## config.mk

```make
export PLATFORM = sky130hd
export DESIGN_NAME = lane_striping_distributor
export DESIGN_NICKNAME = d
export VERILOG_FILES = /design/src/rtl/lane_striping_distributor_pkg.sv /design/src/rtl/lane_striping_distributor_lane_group_counter.sv /design/src/rtl/lane_striping_distributor.sv
export SDC_FILE = /design/constraint.sdc
export NUM_CORES = 1
export LEC_CHECK = 0
export ABC_AREA = 1
export CORE_ASPECT_RATIO = 1.2
export CORE_UTILIZATION = 56
export CTS_BUF_LIST = sky130_fd_sc_hd__clkbuf_16
export DETAILED_ROUTE_END_ITERATION = 8
export GPL_TIMING_DRIVEN = 0
export PLACE_DENSITY_LB_ADDON = 0.25
export SLEW_MARGIN = 5
export SYNTH_ARGS = -nofsm -noshare
export SYNTH_HDL_FRONTEND = slang
export SYNTH_SLANG_ARGS = --single-unit
```

## constraint.sdc

```tcl
create_clock -name clk -period 3.5 [get_ports clk]
set_clock_uncertainty 0.05 [all_clocks]
set_input_delay 0.875 -clock clk [delete_from_list [all_inputs] [get_ports clk]]
set_output_delay 0.875 -clock clk [all_outputs]
set_load 0.1 [all_outputs]
```

## src/rtl/lane_striping_distributor_pkg.sv

```systemverilog
// Shared definitions for the lane striping distributor: default sizes,
// link-width encodings, pad symbol and the group FSM state type.
package lane_striping_distributor_pkg;

  localparam int unsigned DEF_DATA_WIDTH = 8;
  localparam int unsigned DEF_MAX_LANES  = 4;
  localparam logic [7:0]  DEF_PAD_SYM    = 8'h00;

  // link_width encodings: active lanes = 2**link_width
  localparam logic [2:0] LW_X1 = 3'd0;
  localparam logic [2:0] LW_X2 = 3'd1;
  localparam logic [2:0] LW_X4 = 3'd2;

  typedef enum logic {
    ST_IDLE = 1'b0,
    ST_FILL = 1'b1
  } state_e;

endpackage

```

## src/rtl/lane_striping_distributor_lane_group_counter.sv

```systemverilog
// Lane pointer, active-lane latch and group completion / flush decision
// for the lane striping distributor.
module lane_striping_distributor_lane_group_counter
  import lane_striping_distributor_pkg::*;
#(
  parameter int unsigned MAX_LANES = DEF_MAX_LANES,
  localparam int unsigned IDX_W    = $clog2(MAX_LANES),
  localparam int unsigned NACT_W   = IDX_W + 1,
  localparam int unsigned LW_W     = IDX_W + 1
) (
  input  logic              clk,
  input  logic              reset,
  input  logic              valid_i,
  input  logic              flush_i,
  input  logic [LW_W-1:0]   link_width_i,
  output logic [IDX_W-1:0]  ptr_o,
  output logic [NACT_W-1:0] nact_c,
  output logic [NACT_W-1:0] fill_c,
  output logic              emit_c,
  output logic              busy_o,
  output logic              width_err_o
);

  state_e              state_q, state_d;
  logic [IDX_W-1:0]    ptr_q, ptr_d;
  logic [NACT_W-1:0]   nact_q, nact_d;
  logic                werr_q, werr_d;
  logic                lw_rsv_c;

  // Next-state: width is re-latched only between groups, so an IDLE byte sees the new width.
  always_comb begin
    state_d  = state_q;
    ptr_d    = ptr_q;
    nact_d   = nact_q;
    werr_d   = werr_q;
    lw_rsv_c = link_width_i > LW_W'(IDX_W);

    if (state_q == ST_IDLE) begin
      nact_d = lw_rsv_c ? NACT_W'(1) : (NACT_W'(1) << link_width_i);
      werr_d = lw_rsv_c;
    end

    fill_c = NACT_W'(ptr_q) + NACT_W'(valid_i);
    emit_c = (fill_c == nact_d) || (flush_i && (fill_c != '0));
    ptr_d  = emit_c ? '0 : IDX_W'(fill_c);

    state_d = (ptr_d == '0) ? ST_IDLE : ST_FILL;
  end

  always_ff @(posedge clk) begin
    if (reset) begin
      state_q <= ST_IDLE;
      ptr_q   <= '0;
      nact_q  <= NACT_W'(1);
      werr_q  <= 1'b0;
    end else begin
      state_q <= state_d;
      ptr_q   <= ptr_d;
      nact_q  <= nact_d;
      werr_q  <= werr_d;
    end
  end

  assign nact_c      = nact_d;
  assign ptr_o       = ptr_q;
  assign busy_o      = (state_q == ST_FILL);
  assign width_err_o = werr_q;

endmodule

```

## src/rtl/lane_striping_distributor.sv

```systemverilog
// Stripes a byte stream round-robin across the active lanes and presents each
// completed (or flushed and padded) group to the lane encoders in one registered cycle.
module lane_striping_distributor
  import lane_striping_distributor_pkg::*;
#(
  parameter int unsigned DATA_WIDTH           = DEF_DATA_WIDTH,
  parameter int unsigned MAX_LANES            = DEF_MAX_LANES,
  parameter logic [DATA_WIDTH-1:0] PAD_SYM    = DATA_WIDTH'(DEF_PAD_SYM),
  localparam int unsigned IDX_W               = $clog2(MAX_LANES),
  localparam int unsigned NACT_W              = IDX_W + 1,
  localparam int unsigned LW_W                = IDX_W + 1
) (
  input  logic                            clk,
  input  logic                            reset,
  input  logic [DATA_WIDTH-1:0]           din,
  input  logic                            valid_in,
  input  logic [LW_W-1:0]                 link_width,
  input  logic                            flush_in,
  output logic [MAX_LANES*DATA_WIDTH-1:0] lane_data,
  output logic [MAX_LANES-1:0]            lane_valid,
  output logic                            busy,
  output logic                            width_err
);

  logic [IDX_W-1:0]                ptr;
  logic [NACT_W-1:0]               nact_c;
  logic [NACT_W-1:0]               fill_c;
  logic                            emit_c;

  logic [DATA_WIDTH-1:0]           hold_q [MAX_LANES];
  logic [DATA_WIDTH-1:0]           hold_d [MAX_LANES];
  logic [MAX_LANES*DATA_WIDTH-1:0] lane_data_q, lane_data_d;
  logic [MAX_LANES-1:0]            lane_valid_q, lane_valid_d;

  lane_striping_distributor_lane_group_counter #(
    .MAX_LANES (MAX_LANES)
  ) u_cnt (
    .clk          (clk),
    .reset        (reset),
    .valid_i      (valid_in),
    .flush_i      (flush_in),
    .link_width_i (link_width),
    .ptr_o        (ptr),
    .nact_c       (nact_c),
    .fill_c       (fill_c),
    .emit_c       (emit_c),
    .busy_o       (busy),
    .width_err_o  (width_err)
  );

  // Holding regs and output assembly; the closing byte bypasses straight from din via hold_d.
  always_comb begin
    hold_d       = hold_q;
    lane_data_d  = lane_data_q;
    lane_valid_d = '0;

    if (valid_in) begin
      hold_d[ptr] = din;
    end

    if (emit_c) begin
      for (int i = 0; i < int'(MAX_LANES); i++) begin
        if (NACT_W'(i) < nact_c) begin
          lane_valid_d[i] = 1'b1;
          lane_data_d[i*DATA_WIDTH +: DATA_WIDTH] = (NACT_W'(i) < fill_c) ? hold_d[i] : PAD_SYM;
        end else begin
          lane_data_d[i*DATA_WIDTH +: DATA_WIDTH] = '0;
        end
      end
    end
  end

  always_ff @(posedge clk) begin
    if (reset) begin
      hold_q       <= '{default: '0};
      lane_data_q  <= '0;
      lane_valid_q <= '0;
    end else begin
      hold_q       <= hold_d;
      lane_data_q  <= lane_data_d;
      lane_valid_q <= lane_valid_d;
    end
  end

  assign lane_data  = lane_data_q;
  assign lane_valid = lane_valid_q;

endmodule

```

Word-level counts from Yosys, hierarchy flattened
Index checks and enable logic that the tools add are counted.
{ "op_classes": {"n_shift": 1, "n_eq_ne": 1, "div": 0, "magnitude_cmp": 11, "n_mux": 20, "mul": 0, "bitwise_logic": 2, "n_reduce_logical": 6, "n_addsub": 1} }
{ "op_table": {"columns": ["cell", "count"], "rows": [
  ["2-to-1 mux 8 bit", 9],
  ["bitwise mux 32 bit", 1],
  ["2-to-1 mux 32 bit", 1],
  ["demux 8 bit (select 2 bit)", 1],
  ["less-than comparator 1 x 3 -> 1 bit, first input constant", 4],
  ["less-than comparator 2 x 3 -> 1 bit, first input constant", 4],
  ["2-to-1 mux 3 bit", 2],
  ["2-to-1 mux 1 bit", 5],
  ["adder 2 x 1 -> 3 bit", 1],
  ["== test 3 bit", 1],
  ["greater-or-equal comparator 3 bit, second input constant", 1],
  ["greater-than comparator 3 x 2 -> 1 bit, second input constant", 1],
  ["less-than comparator 3 x 1 -> 1 bit, second input constant", 1],
  ["inverter 2 -> 3 bit", 1],
  ["nonzero test 3 bit", 1],
  ["<< shifter 1 x 3 -> 3 bit, first input constant", 1],
  ["logical AND 1 bit", 2],
  ["zero test 2 bit", 1],
  ["2-to-1 mux 2 bit", 1],
  ["OR reduction 2 bit", 1],
  ["logical OR 1 bit", 1],
  ["inverter 1 bit", 1]
]} }
{ "word_totals": {"output_inout_bits": 38, "ramBits": 0, "regBits": 75, "latch_bits": 0, "rom_bits": 0, "word_cells": 52, "inputBits": 15, "memories": 0} }

Longest topological paths before layout
{ "logic_depth": {"word_depth": 9, "ltp_mapped": 12, "depth_no_buf": 11} }

Hierarchy
From an unflattened synthesis, not the netlist that was laid out.
{ "unflattened": {"cells_unflattened": 419, "area_unflattened_um2": 3060.4} }
{ "modules_own_cells": {"columns": ["module", "area_each_um2", "n_inst", "seq_area_each_um2", "cells_per_inst"], "rows": [
  ["lane_striping_distributor", 2668.8, 1, 1361.3, 359],
  ["lane_striping_distributor_lane_group_counter", 391.6, 1, 140.1, 60]
]} }

Worst setup path after synthesis
OpenSTA, ideal clock, no wires.
{ "synth_path": {"path_kind": "input-to-reg", "startpoint": "input valid_in", "endpoint": "register lane_data_q[0], in the netlist lane_data[0]", "path_stages": 7, "slack_ns": 1.103, "required_ns": 3.387, "n_path_buf": 1, "setup_time_ns": 0.063, "arrival_ns": 2.284, "path_cell_list": "ha_1 inv_1 ha_1 o31ai_4 clkbuf_1 nand4_1 nand2_1"} }
{ "synth_between": {"elab_chain_len": 4, "word_cells_on_any_way": 9, "cone_classes": "1 x add/sub; 1 x order compare; 1 x eq/ne; 3 x mux; 3 x reduce/logical"} }
{ "synth_rtl": {"columns": ["item", "line_no", "source"], "rows": [
  ["from (decl)", "lane_striping_distributor.sv:16", "input logic valid_in,"],
  ["adder 2 x 1 -> 3 bit", "lane_striping_distributor_lane_group_counter.sv:43", "fill_c = NACT_W'(ptr_q) + NACT_W'(valid_i);"],
  ["less-than comparator 1 x 3 -> 1 bit / nonzero test 3 bit (equally long branches)", "lane_striping_distributor.sv:65, lane_striping_distributor_lane_group_counter.sv:44", null],
  ["2-to-1 mux 8 bit / logical AND 1 bit (equally long branches)", "lane_striping_distributor.sv:65, lane_striping_distributor_lane_group_counter.sv:44", null],
  ["2-to-1 mux 8 bit / logical OR 1 bit (equally long branches)", "lane_striping_distributor.sv:63, lane_striping_distributor_lane_group_counter.sv:44", null],
  ["to (signal assigned)", "lane_striping_distributor.sv:80", "lane_data_q <= lane_data_d;"],
  ["to (decl)", "lane_striping_distributor.sv:32", "logic [MAX_LANES*DATA_WIDTH-1:0] lane_data_q, lane_data_d;"]
]} }
Several ways; a longest one is shown, not always the timed one.
A chain may end at the register's enable or synchronous reset.

Worst setup path in the final report
{ "layout_path": {"startpoint": "input valid_in", "endpoint": "register lane_data_q[28], in the netlist lane_data[28]"} }
{ "layout_between": {"elab_chain_len": 4, "word_cells_on_any_way": 9, "cone_classes": "1 x add/sub; 1 x order compare; 1 x eq/ne; 3 x mux; 3 x reduce/logical"} }
{ "layout_rtl": {"columns": ["item", "line_no"], "rows": [
  ["adder 2 x 1 -> 3 bit", "lane_striping_distributor_lane_group_counter.sv:43"],
  ["less-than comparator 2 x 3 -> 1 bit / nonzero test 3 bit (equally long branches)", "lane_striping_distributor.sv:65, lane_striping_distributor_lane_group_counter.sv:44"],
  ["2-to-1 mux 8 bit / logical AND 1 bit (equally long branches)", "lane_striping_distributor.sv:65, lane_striping_distributor_lane_group_counter.sv:44"],
  ["2-to-1 mux 8 bit / logical OR 1 bit (equally long branches)", "lane_striping_distributor.sv:63, lane_striping_distributor_lane_group_counter.sv:44"]
]} }
Several ways; a longest one is shown, not always the timed one.

==> impl_metrics.yaml <==
cts:
  postCtsSetupRepairBufs: 0
  path_clk_slew_ns: 0.06
  clock_path_buffers: 2
  cts_sinks: 75
  htree_levels: 3
  clk_latency_ns: 0.33
  cts_hold_buf: 0
  cts_tree: "done"
  cts_root_buffer: "clkbuf_16"
  cts_resized: 0
  cts_buffers: 9
power_and_ir_drop:
  power.leakage_nw: 1.83
  max-vdd-ir-drop_mv: 0.347
  powerDensity_nw_per_um2: 600
  power_mw: 2.39
sta:
  rsz0062_at_grt: "no"
  fin_tns_setup_ns: 0
  maxSlewHeadroom: 0.349
  hold_viol: 0
  fin_ws_ns: 0.514
  worst_slew_pin_slew_ns: 0.973
  slew_viol_final: 0
  clock.fmax_ghz: 0.335
  setup_violations: 0
  period_share: 0.853
  min_period_ns: 2.99
floorplan:
  die_w_um: 70.0
  die_h_um: 83.6
  rows: 29
  ios: 53
  dieArea_um2: 5850
  initial_utilization: 0.583
  core_area_um2: 5330
routing:
  ant_nets: 0
  vias: 2793
  via_per_inst: 5.27
  routed_wl_mm: 7.23
  wl_per_cell_um: 13.6
  route.detailed.drc: 0
  first_pass_iters: 4
  drt_iter0_markers: 129
cells_and_area:
  antenna_cells: 0
  final_cell_mix: "75 x nand2_1, 75 x dfxtp_1, 57 x nor2_1"
  final_nets: 481
  fill_cells: 392
  multi_input_area_um2: 1350
  ff_latch_area_um2: 1500
  fin_util: 0.748
  drive_gt1_frac: 0.0983
  area_growth_pct: 28.4
synthesis:
  postSynthAreaPerCell_um2: 7.75
  yosys_warnings: 0
  ys_types: 29
  ys_seq_area_frac: 0.483
  synth_fp_nets: 419
  netlist_instances: 401
  synth-seq-cells: 75
  syn-cell-area_um2: 3110
critical_path:
  slowest_delay_ns: 0.56
  r2r_slack_ns: 1.22
  start_kind: "input port"
  crit_chain: "clkdlybuf4s50_1, ha_1, inv_1, ha_1, o31ai_4, clkbuf_1, nand4_1, nand2_1"
  path_class: "input port to register"
  worst_ep_arrival_time_ns: 3.21
  cpMaxStageDelayCell: "o31ai_4"
  critPathMaxFanout: 10
  worst_path_most_repeated_cell: "ha_1"
  crit_required_ns: 3.72
  worst_setup_path_end_kind: "register"
worst_hold_path:
  hold_path_class: "register to register"
flow_run:
  max_cap_viol_count: 0
place:
  dp_hpwl_mm: 5.01
  gp_congestion: 0.834
  place_ws_ns: 0.227
  port_buffers: 51
global_route:
  grt_max_degree: 14
  grt_antenna_before_repair: 0
  grt_use_total: 0.262
  grt_pass1_vias: 2699
  grt_overflow_total: 0
  grt_pass1_wl_mm: 12.2
outcome:
  outcome: "finished clean"
==> metrics by stage <==
step	hold WS, ns	cells	instance area [um2]
final	0.403	530	3990
after global routing	0.441	530	3990
after CTS	0.403	530	3990
after detailed placement	0.396	514	3700
after global placement	0.398	514	3700
after floorplan	0.396	401	3110
==> routing by layer <==
layer  wire (um)  track usage  vias up
li1            -            -     1435
met1        3090        0.316     1262
met2        3590        0.436       77
met3         383       0.0507       19
met4         171        0.145        0
met5           0            0        -
==> path summary, 6_finish.rpt <==
path	startpoint	end	cells past startpoint
max	valid_in	lane_data[28]$_SDFFE_PP0P_	8
min	u_cnt.width_err_o$_SDFFE_PP0N_	u_cnt.width_err_o$_SDFFE_PP0N_	2
max reg2reg	u_cnt.ptr_o[0]$_SDFF_PP0_	lane_data[28]$_SDFFE_PP0P_	7
min reg2reg	u_cnt.width_err_o$_SDFFE_PP0N_	u_cnt.width_err_o$_SDFFE_PP0N_	2
==> critical path, delay by kind of cell <==
kind / cells / cell delay (ns)
buffers and inverters: 3 / 0.98
AOI/OAI and AO/OA: 1 / 0.56
adders and majority gates: 2 / 0.53
and+or+nand+nor: 2 / 0.26
==> registers in the layout (all words and copies together) (netlist names) <==
register,count
hold_q,32
lane_data,32
lane_valid,4
u_cnt.nact_q,3
u_cnt.ptr_o,2
u_cnt.busy_o,1
u_cnt.width_err_o,1
==> power by group <==
group | internal, mW | switching, mW
logic | 0.161 | 0.423
registers | 0.899 | 0.0206
clock network | 0.548 | 0.341
total | 1.61 | 0.784
==> logic make-up (layout without fill, tap and decap cells) <==
logic type,count (synthesis),count (layout),share of synthesized area
AOI/OAI and AO/OA,34,34,0.0640
buffers and inverters,59,126,0.0813
adders and majority gates,3,3,0.0121
DFF,75,75,0.483
and+or+nand+nor,223,223,0.337
muxes,7,7,0.0225
==> synth_stat cells <==
master	n	share of area
o21ai_0	23	0.037
a21o_1	1	0.0024
inv_1	37	0.045
nand2_1	75	0.091
buf_6	3	0.011
buf_2	4	0.0064
a21oi_1	6	0.0097
buf_4	1	0.0024
nor3_1	8	0.013
inv_2	2	0.0024
nand3_2	1	0.0032
or2_2	6	0.012
nand3_1	25	0.040
dfxtp_1	75	0.48
a21oi_2	1	0.0028
clkbuf_1	10	0.012
o31ai_4	1	0.0068
ha_1	3	0.012
a21boi_2	1	0.0036
nor2_1	57	0.069
buf_1	2	0.0024
nor2_2	3	0.0060
o21ai_1	1	0.0016
mux2i_1	7	0.023
nand4_1	31	0.062
or2_1	2	0.0040
nand3b_1	8	0.019
nand2_2	5	0.010
nand2_4	2	0.0072
==> area by class of cell <==
class,instances,share of cell area
clock buffer,9,0.0564
buffer,20,0.0267
timing repair buffer,51,0.128
inverter,39,0.0367
clock inverter,7,0.0172
sequential,75,0.376
multi-input combinational,267,0.339
tap,62,0.0194
No activity file was read; power rests on OpenSTA's default activity.
==> patch, RTL diff (config.mk and constraints unchanged) <==
`lane_data_q` no longer has a reset.
--- a/src/rtl/lane_striping_distributor.sv
+++ b/src/rtl/lane_striping_distributor.sv
@@ -74,11 +74,13 @@
     if (reset) begin
       hold_q       <= '{default: '0};
-      lane_data_q  <= '0;
       lane_valid_q <= '0;
     end else begin
       hold_q       <= hold_d;
-      lane_data_q  <= lane_data_d;
       lane_valid_q <= lane_valid_d;
     end
+  end
+
+  always_ff @(posedge clk) begin
+    lane_data_q <= lane_data_d;
   end
 
Behaviour: not the same (a bounded check fails within 4 cycles, from zero or initial values and one cycle with reset high).
==> patch against the unedited design <==
  * Non-clock buffer count down 15
  * Sequential cell count unchanged
  * Via count down 29%
  * Worst setup slack better by 0.0030 ns
  * Utilization up 0.53 points
  * Global-route usage down 2.1 points
  * Register-to-register slack worse by 0.04 ns
  * Wire length down 22%
  * Die area down 8.2%
  * Critical path depth up 1
  * Design area down 7.4%
  * Synthesized area down 8.4%
Power is not compared: it rests on default switching activity, and its combinational part moved more than twofold at a synthesized area within 25%.
==> patch: results (changes against the unedited design) <==
Layout
  – Antenna diodes: 0 (unchanged)
  – Layout cells sized above 1: 12.0% (+2.2 points)
  – Total Nets Final: 331 (-31%)

Placed design
  – Dpl hpwl: 3.75 mm (-25%)
  – RePlAce Congestion: 0.855 (+2.5%)
  – Place WS: 0.238 ns (+0.0113 ns)
  – Placed Instance Area: 3430 µm² (-7.1%)

Detailed routing
  – Met1 layer wirelength in the final routing: 2.20 mm (-29%)
  – First-iteration detailed-routing DRC count: 163 (+26%)
  – Met2 routed WL: 2.90 mm (-19%)
  – Routed len/inst: 15.0 µm (+10%)

Run status
  – Status: complete, no violations

Power
  – Leakage: 1.63 nW

Global route
  – Largest net degree at the start of global routing: 37 (+23)
  – GRT Util Overall: 24.1% (-2.1 points)
  – Vias in the first global route: 1798 (-33%)

Synthesis
  – Syn_nets: 269 (-36%)
  – Netlist cell types: 21 (-28%)
  – Mux contribution to synthesized area: 11.3% (+9.0 points)
  – YS warnings: 0 (unchanged)
  – Synth Area in Adders: 1.76% (+0.55 points)
  – Synth Area in Compound Gates: 2.24% (-4.2 points)
  – Register area share after synthesis: 64.0% (+16 points)
  – Synth top area cells: edfxtp_1 34%, dfxtp_1 30%, mux2i_1 11%
  – Post-synth EDFFs: 32 (+32)

STA
  – Worst-Margin Slew: 0.987 ns (+0.0141 ns)

Clock tree
  – Clock-pin slew on the worst setup and hold paths: 0.05 ns
  – Setup Buffers After CTS: 0 (unchanged)
  – Clk Latency, worst-skew pair: 0.33 ns (about the same)

Critical path
  – Reg2Reg Depth: 9 (+2)
  – R2R setup slack: 1.18 ns (-0.04 ns)
  – Worst r2r dst: lane_data[2]
  – Crit path max fanout: 36 (+26)
  – Worst EP arrival: 2.90 ns (-0.31 ns)
  – Reg-to-Reg Start: u_cnt.busy_o
-- patch: final cells by class --
class                   count  area, µm²
inverters                  19       71.3
fillers                   338       1210
plain buffers               5       26.3
flip-flops and latches     75       1820
multi-input cells         151        927
well taps                  60       75.1
repair buffers             51        510
clock inverters             7       37.5
clock buffers               9        225
-- patch: critical path, stage by stage --
cell,delay (ns)
clkdlybuf4s50_1,0.50
ha_1,0.28
ha_1,0.22
ha_1,0.30
inv_1,0.06
nand2_1,0.06
nor2_1,0.11
nand2_2,0.08
nand2_4,0.38
-- patch: metrics by stage --
step           hold WS, ns  utilization (%)  cells
3_3_place_gp         0.400             70.0    361
5_1_grt              0.464             75.3    377
2_1_floorplan        0.410                -    250
4_1_cts              0.441             75.3    377
6_report             0.429             75.3    377
3_5_place_dp         0.430             70.0    361
-- patch: worst max path at each step --
stage	to	slack (ns)	cells past startpoint
floorplan	lane_data[0]	0.79	9
global placement	lane_data[15]	0.31	9
detailed placement	lane_data[3]	0.24	9
CTS	lane_data[3]	0.54	9
global route	lane_data[2]	0.42	9
finish	lane_data[2]	0.52	9
-- patch: power groups by stage --
stage / Clock, W / Combinational, W / Sequential (W)
after floorplan: 0 / 0.000230 / 0.00201
after global placement: 0 / 0.00137 / 0.00114
after detailed placement: 0 / 0.00139 / 0.00115
after CTS: 0.000810 / 0.00139 / 0.00113
after global routing: 0.000844 / 0.00143 / 0.00114
final: 0.000806 / 0.00139 / 0.00113
-- patch: cells by family after synthesis --
family,count (synthesis)
DFF,75
adders and majority gates,4
buffers and inverters,24
and+or+nand+nor,108
muxes,32
AOI/OAI and AO/OA,7
-- patch: per-layer routing --
metal	vias to the layer above	track usage, %
met5	-	0
li1	957	-
met2	69	37.9
met4	0	14.9
met1	945	28.7
met3	14	6.68
